**src/rtl/decode_stage.sv**
```systemverilog
// Single-cycle instruction decode stage with valid/ready handshake on both sides.
// Optional one-entry skid buffer enabled by defining DECODE_STAGE_SKID_EN.
module decode_stage #(
    parameter int DATA_W     = 32,
    parameter int ZEXT_LOGIC = 1
) (
    input  logic              clk,
    input  logic              reset_n,
    input  logic              in_valid,
    output logic              in_ready,
    input  logic [31:0]       in_instr,
    input  logic [DATA_W-1:0] in_pc,
    input  logic              flush,
    output logic              out_valid,
    input  logic              out_ready,
    output logic [5:0]        out_op,
    output logic [4:0]        out_rs,
    output logic [4:0]        out_rt,
    output logic [4:0]        out_rd,
    output logic [4:0]        out_shamt,
    output logic [5:0]        out_funct,
    output logic [DATA_W-1:0] out_imm,
    output logic [DATA_W-1:0] out_jtarget,
    output logic [1:0]        out_class,
    output logic [DATA_W-1:0] out_pc
);

    typedef struct packed {
        logic [5:0]        op;
        logic [4:0]        rs;
        logic [4:0]        rt;
        logic [4:0]        rd;
        logic [4:0]        shamt;
        logic [5:0]        funct;
        logic [DATA_W-1:0] imm;
        logic [DATA_W-1:0] jtarget;
        logic [1:0]        cls;
        logic [DATA_W-1:0] pc;
    } dec_t;

    function automatic logic [DATA_W-1:0] ext_imm(input logic [5:0] op, input logic [15:0] imm);
        logic signed [15:0]       v_s;
        logic signed [DATA_W-1:0] v_se;
        v_s  = imm;
        v_se = DATA_W'(v_s);
        if ((ZEXT_LOGIC == 1) && ((op == 6'h0C) || (op == 6'h0D) || (op == 6'h0E)))
            return {{(DATA_W-16){1'b0}}, imm};
        return v_se;
    endfunction

    function automatic logic [1:0] classify(input logic [5:0] op);
        if (op == 6'h00)
            return 2'b00;
        if ((op == 6'h02) || (op == 6'h03))
            return 2'b01;
        return 2'b10;
    endfunction

    // Upper bits come from pc+4 (modulo 2^DATA_W), low 28 bits from the index field.
    function automatic logic [DATA_W-1:0] jump_target(input logic [DATA_W-1:0] pc,
                                                      input logic [25:0]       idx);
        logic [DATA_W-1:0] v_pc4;
        v_pc4 = pc + DATA_W'(4);
        return ((v_pc4 >> 28) << 28) | DATA_W'({idx, 2'b00});
    endfunction

    logic [5:0] w_op_p0;
    dec_t       w_dec_p0;
    dec_t       r_out_p1;
    logic       r_vld_p1;
    logic       w_vld_nxt;
    logic       w_in_xfer;
    logic       w_load_in;

    // Stage p0: combinational field extraction from the incoming word
    assign w_op_p0 = in_instr[31:26];

    always_comb begin
        w_dec_p0         = '0;
        w_dec_p0.op      = w_op_p0;
        w_dec_p0.rs      = in_instr[25:21];
        w_dec_p0.rt      = in_instr[20:16];
        w_dec_p0.rd      = in_instr[15:11];
        w_dec_p0.shamt   = in_instr[10:6];
        w_dec_p0.funct   = in_instr[5:0];
        w_dec_p0.imm     = ext_imm(w_op_p0, in_instr[15:0]);
        w_dec_p0.jtarget = jump_target(in_pc, in_instr[25:0]);
        w_dec_p0.cls     = classify(w_op_p0);
        w_dec_p0.pc      = in_pc;
    end

    assign w_in_xfer = in_valid && in_ready;

`ifdef DECODE_STAGE_SKID_EN
    dec_t r_skid_p1;
    logic r_skid_vld_p1;
    logic r_rdy;
    logic w_skid_vld_nxt;
    logic w_load_skid;
    logic w_skid_to_out;

    assign in_ready = r_rdy && !flush && reset_n;

    always_comb begin
        w_vld_nxt      = r_vld_p1;
        w_skid_vld_nxt = r_skid_vld_p1;
        w_load_in      = 1'b0;
        w_load_skid    = 1'b0;
        w_skid_to_out  = 1'b0;
        if (flush) begin
            w_vld_nxt      = 1'b0;
            w_skid_vld_nxt = 1'b0;
        end else if (r_skid_vld_p1) begin
            // A full skid entry implies a valid, stalled output ahead of it.
            if (out_ready) begin
                w_skid_to_out  = 1'b1;
                w_skid_vld_nxt = 1'b0;
                w_vld_nxt      = 1'b1;
            end
        end else if (!r_vld_p1 || out_ready) begin
            w_load_in = w_in_xfer;
            w_vld_nxt = w_in_xfer;
        end else if (w_in_xfer) begin
            w_load_skid    = 1'b1;
            w_skid_vld_nxt = 1'b1;
        end
    end

    // Stage p1: output and skid registers
    always_ff @(posedge clk) begin
        if (!reset_n) begin
            r_vld_p1      <= 1'b0;
            r_skid_vld_p1 <= 1'b0;
            r_rdy         <= 1'b1;
            r_out_p1      <= '0;
            r_skid_p1     <= '0;
        end else begin
            r_vld_p1      <= w_vld_nxt;
            r_skid_vld_p1 <= w_skid_vld_nxt;
            r_rdy         <= !w_skid_vld_nxt;
            if (w_skid_to_out)
                r_out_p1 <= r_skid_p1;
            else if (w_load_in)
                r_out_p1 <= w_dec_p0;
            if (w_load_skid)
                r_skid_p1 <= w_dec_p0;
        end
    end
`else
    assign in_ready = (!r_vld_p1 || out_ready) && !flush && reset_n;

    always_comb begin
        w_vld_nxt = r_vld_p1;
        w_load_in = 1'b0;
        if (flush) begin
            w_vld_nxt = 1'b0;
        end else if (w_in_xfer) begin
            w_load_in = 1'b1;
            w_vld_nxt = 1'b1;
        end else if (out_ready) begin
            w_vld_nxt = 1'b0;
        end
    end

    // Stage p1: output register
    always_ff @(posedge clk) begin
        if (!reset_n) begin
            r_vld_p1 <= 1'b0;
            r_out_p1 <= '0;
        end else begin
            r_vld_p1 <= w_vld_nxt;
            if (w_load_in)
                r_out_p1 <= w_dec_p0;
        end
    end
`endif

    assign out_valid   = r_vld_p1;
    assign out_op      = r_out_p1.op;
    assign out_rs      = r_out_p1.rs;
    assign out_rt      = r_out_p1.rt;
    assign out_rd      = r_out_p1.rd;
    assign out_shamt   = r_out_p1.shamt;
    assign out_funct   = r_out_p1.funct;
    assign out_imm     = r_out_p1.imm;
    assign out_jtarget = r_out_p1.jtarget;
    assign out_class   = r_out_p1.cls;
    assign out_pc      = r_out_p1.pc;

endmodule

```
**config.mk**
```make
export PLATFORM = sky130hd
export DESIGN_NAME = decode_stage
export DESIGN_NICKNAME = d
export VERILOG_FILES = /design/src/rtl/decode_stage.sv
export SDC_FILE = /design/constraint.sdc
export NUM_CORES = 1
export LEC_CHECK = 0
export CAP_MARGIN = 20
export CORE_AREA = 5 5 97 99
export CTS_CLUSTER_SIZE = 40
export DETAILED_ROUTE_END_ITERATION = 12
export DIE_AREA = 0 0 102 104
export PLACE_DENSITY = 0.95
export SYNTH_ARGS = -nofsm -noshare
export SYNTH_HDL_FRONTEND = slang
export SYNTH_SLANG_ARGS = --single-unit
```
**constraint.sdc**
```tcl
create_clock -name clk -period 2.35 [get_ports clk]
set_clock_uncertainty 0.1 [all_clocks]
set_input_delay 0.705 -clock clk [delete_from_list [all_inputs] [get_ports clk]]
set_output_delay 0.705 -clock clk [all_outputs]
set_load 0.01 [all_outputs]
```
==> flow_summary.json, run 1 <==
{
  "status": "finished, final reports clean",
  "cp_max_fo": 2,
  "grt_max_degree": 72,
  "vias": 3150,
  "antenna_found_initial": 0,
  "critPathRequiredTime_ns": 1.54,
  "start_util": 0.399,
  "htreeDepth": 3,
  "multi_input_area_um2": 1340,
  "chipWidth_um": 102,
  "clock_sinks": 72,
  "synthCells": 400,
  "fin_ws_ns": 0.0506,
  "firstDrtPassIters": 5,
  "synth-edff-count": 0,
  "fillers": 686,
  "seq_area_frac_synth": 0.426,
  "grt_pass1_wl_um": 15600,
  "yosys_register_bits": 72,
  "fp.coreArea_um2": 8470,
  "rr_startpoint": "out_valid",
  "cp_cell_sequence": "clkdlybuf4s50_1, nand2b_1, nor2_1, buf_2",
  "maxSlewHeadroom": 0.617,
  "crit_family": "buffers and inverters",
  "synth_top_cell_by_area": "dfxtp_1",
  "critPathLaunch": "flush",
  "rsz0062_at_grt": "no",
  "clockBufferDepth": 2,
  "yosys_warnings": 0,
  "crit_path_top_delay_cell": "clkdlybuf4s50_1",
  "hold_start": "out_pc[24]",
  "cpPeakStageDelay_ns": 0.41,
  "worst-path-stages": 4,
  "synthToLayoutAreaGrowth_pct": 54.5,
  "post_cts_buffers": 0,
  "clock_latency_ns": 0.33,
  "hold_path.class": "reg -> reg",
  "ys_async_sr_fraction": 0,
  "fin_tns_setup_ns": 0,
  "p_leak_nw": 1.86,
  "path_class": "in -> out",
  "grt-ovfl-total": 0,
  "die_h_um": 104,
  "synth_top_area_frac": 0.426,
  "viasPerCell": 4.84,
  "ant_nets": 0,
  "hpwl_um": 7630,
  "setup_viol": 0,
  "antenna_cells": 0,
  "std_cell_rows": 34,
  "min_path_cells": 2,
  "nNetsFinal": 607,
  "powerDensity_nw_per_um2": 543,
  "ys_top_cells_by_area": "dfxtp_1 (43%), nand2_1 (15%), buf_4 (14%), a21boi_1 (13%), buf_6 (2.7%)",
  "arrival_ns": 1.49,
  "timing.fmax_mhz": 435,
  "worst-path-buf-inv": 2,
  "cts-root-buf": "clkbuf_8",
  "period_needed_ns": 2.30,
  "syn_area_um2": 3380,
  "final_core_util": 0.617,
  "cts_inserted_buffers": 9,
  "grt.total_usage": 0.182,
  "fin_crit_sh": 0.978,
  "drc": 0,
  "synth_area_per_cell_um2": 8.45,
  "clk_pin_slew_ns": 0.07,
  "io_buffers": 198,
  "r2r_cells": 6,
  "worst_slew_pin_slew_ns": 0.575,
  "dp.cells": 635,
  "tritoncts": "built",
  "drive_gt1_frac": 0.0663,
  "gp_congestion": 0.764,
  "netlist-cell-type-count": 35,
  "drv_slew": 0,
  "cp-start-kind": "input port",
  "grt_pass1_vias": 3159,
  "seqCellArea_um2": 1440,
  "final_cell_count_no_fill": 651,
  "post-place-ws_ns": -0.359,
  "wl_per_cell_um": 15.2,
  "critPathCaptureType": "primary output",
  "power_mw": 2.84,
  "cap_violations": 0,
  "max-vdd-ir-drop_mv": 0.340,
  "ys_top_cells_by_count": "nand2_1 (135), dfxtp_1 (72), buf_4 (62), a21boi_1 (58), clkbuf_1 (9)",
  "hold_viol": 0,
  "wl_um": 9920,
  "drt-initial-drc-count": 86,
  "ys.flop_type": "dfxtp_1",
  "synth.most_common_cell": "nand2_1",
  "dieArea_um2": 10600,
  "num_io_pins": 201
}
## worst paths after layout
check / endpoint / slack, ns
worst max-delay path: in_ready / 0.05
worst min-delay path: out_pc[24] / 0.36
worst max register to register: out_pc[7] / 0.93
worst min register to register: out_pc[24] / 0.36
## logic make-up after synthesis
group	share of synthesized area
compound gates	0.172
other cells	0.00111
mux	0.00333
flops	0.426
simple gates	0.218
buf+inv	0.180
## per-stage QoR
step | hold slack, ns | instance area (um2)
after floorplan | 0.379 | 3390
after global placement | 0.339 | 5010
after detailed placement | 0.347 | 5010
after CTS | 0.359 | 5220
after global routing | 0.380 | 5220
final | 0.357 | 5220
## routing by layer
| layer | track usage | vias to the layer above | part of all wire |
|---|---|---|---|
| met3 | 0.0798 | 8 | 0.12 |
| met1 | 0.183 | 1461 | 0.36 |
| met4 | 0.0534 | 0 | 0.011 |
| met5 | 0 | - | 0 |
| li1 | - | 1525 | - |
| met2 | 0.332 | 156 | 0.51 |
## placed cells by master, fill, tap and decap left out, types with 3 or more instances in the layout
cell type        netlist  layout
nand2_1              135     135
clkbuf_8               0      10
nor2_1                 5       5
nand3_1                4       4
nand2b_1               3       3
a21boi_1              58      58
buf_12                 0       3
a21boi_0               8       8
dfxtp_1               72      71
buf_4                 62       7
clkdlybuf4s50_1        0     196
nand4_1                7       7
## power breakdown
part	internal [mW]	switching, mW
Clock	0.625	0.454
Sequential	1.26	0.0297
Combinational	0.281	0.184
## flip-flops by register name (all words and copies together), names as in the netlist
register	count
out_rt	4
out_pc	32
out_jtarget	6
out_op	6
out_valid	1
out_class	2
out_funct	5
out_imm	4
out_rd	4
out_shamt	4
out_rs	4
## worst register-to-register path: cells and delay by family, from the launching register on
kind | cells | cell delay [ns]
simple gates | 3 | 0.43
buf+inv | 2 | 0.35
flops | 1 | 0.32
compound gates | 1 | 0.15
## cell type report
| cell class | instances | share of cell area |
|---|---|---|
| clock buffer | 11 | 0.0271 |
| inverter | 1 | 0.000719 |
| tap | 108 | 0.0259 |
| timing repair buffer | 208 | 0.399 |
| clock inverter | 5 | 0.0153 |
| multi-input combinational | 246 | 0.256 |
| sequential | 72 | 0.276 |
## timing repair
action	in CTS	in global routing
hold buffers	0	0
endpoints found under the setup margin	17	0
resized for setup	5	0
Power figures use the tool's default switching activity.
==> run 2: changes to the inputs <==
PLACE_DENSITY = 0.9   (was 0.95)
==> run 2 against run 1 <==
Net effect:
- setup slack got worse by 0.00075 ns
- wire length decreased by 2.9%
- register-to-register slack about the same
- worst hold slack got worse by 0.0034 ns
- global-route usage decreased by 0.58 points
- largest cell class unchanged
- largest power group unchanged
==> flow_summary.json, run 2 (synthesis results as in run 1) <==
{
  "grt.total_usage": 0.176,
  "wl_per_cell_um": 14.8,
  "cp-start-kind": "input port",
  "nNetsFinal": 607,
  "critPathRequiredTime_ns": 1.54,
  "antenna_found_initial": 0,
  "grt_max_degree": 72,
  "path_class": "in -> out",
  "hold_path.class": "reg -> reg",
  "placed_area_um2": 5020,
  "cap_violations": 0,
  "holdWs_ns": 0.353,
  "gp_congestion": 0.771,
  "fin_crit_sh": 0.979,
  "firstDrtPassIters": 4,
  "fp.coreArea_um2": 8470,
  "critPathCaptureType": "primary output",
  "num_io_pins": 201,
  "clk_pin_slew_ns": 0.08,
  "drc": 0,
  "ant_nets": 0,
  "seqCellArea_um2": 1440,
  "rrSetupSlack_ns": 0.93,
  "period_needed_ns": 2.30,
  "post_cts_buffers": 0,
  "final_cell_mix": "clkdlybuf4s50_1 (195), nand2_1 (135), dfxtp_1 (71)",
  "io_buffers": 198,
  "rsz0062_at_grt": "no",
  "drt-initial-drc-count": 49,
  "grt-ovfl-total": 0,
  "arrival_ns": 1.50,
  "chipWidth_um": 102,
  "final_cell_area_um2": 5250,
  "dieArea_um2": 10600,
  "clock_sinks": 72,
  "clockBufferDepth": 2,
  "grt_pass1_vias": 3006,
  "wl_um": 9630,
  "hold_viol": 0,
  "worst_slew_pin_slew_ns": 0.578,
  "timing.fmax_mhz": 435,
  "viasPerCell": 4.78,
  "grt_pass1_wl_um": 15100,
  "tritoncts": "built",
  "htreeDepth": 3,
  "clock_latency_ns": 0.34,
  "cts_inserted_buffers": 9,
  "die_h_um": 104,
  "synthToLayoutAreaGrowth_pct": 55.2,
  "powerDensity_nw_per_um2": 541,
  "p_leak_nw": 1.88,
  "fillers": 732,
  "maxSlewHeadroom": 0.615,
  "setup_viol": 0,
  "drv_slew": 0,
  "status": "finished, final reports clean",
  "start_util": 0.399,
  "hpwl_um": 7470,
  "cts-root-buf": "clkbuf_8",
  "largest_reg_flops": 32,
  "cp_max_fo": 2,
  "max-vdd-ir-drop_mv": 0.322,
  "drive_gt1_frac": 0.0718,
  "final_core_util": 0.620,
  "multi_input_area_um2": 1350,
  "final_common_cell": "clkdlybuf4s50_1",
  "antenna_cells": 0,
  "std_cell_rows": 34,
  "vias": 3115
}
-- run 2: area by class of cell --
class                   instances  share of cell area
clock buffers                  10              0.0243
clock inverters                 6              0.0176
inverters                       1            0.000715
multi-input cells             246               0.257
flip-flops and latches         72               0.275
well taps                     108              0.0257
repair buffers                208               0.400
-- run 2: stage by stage --
stage | power [mW] | setup WS, ns | TNS (ns) | instances
global route | 2.98 | 0.00601 | 0 | 651
finish | 2.84 | 0.0499 | 0 | 651
global placement | 1.78 | -0.338 | -0.338 | 635
CTS | 2.88 | 0.0219 | 0 | 651
floorplan | 1.53 | 0.481 | 0 | 401
detailed placement | 1.79 | -0.400 | -0.410 | 635
-- run 2: final timing paths --
kind,from,to,cells past startpoint
setup reg to reg,out_valid,out_pc[12],6
hold reg to reg,out_op[0],out_op[0],2
setup / recovery,out_ready,in_ready,4
hold / removal,out_op[0],out_op[0],2
-- run 2: critical path: stages --
cell	delay, ns
clkdlybuf4s50_1	0.44
nor2b_2	0.17
nor2_2	0.04
buf_2	0.14
-- run 2: per-layer routing --
| metal | share of wire | global-route usage | up-vias |
|---|---|---|---|
| met4 | 0.015 | 0.0544 | 0 |
| met2 | 0.50 | 0.308 | 140 |
| met5 | 0 | 0 | - |
| met1 | 0.37 | 0.187 | 1442 |
| met3 | 0.11 | 0.0785 | 13 |
| li1 | - | - | 1520 |
-- run 2: report_power, final --
part	switching, mW	total, mW	internal, mW	leakage (nW)
clock	0.479	1.08	0.604	0.103
sequential	0.0294	1.29	1.26	0.586
combinational	0.181	0.465	0.284	1.19
total	0.689	2.84	2.15	1.88
-- run 2: repair_timing --
item | CTS | global route
hold buffers | 0 | 0
pin swaps | 0 | 1
gates resized for setup | 5 | 4
setup endpoints to repair | 17 | 1
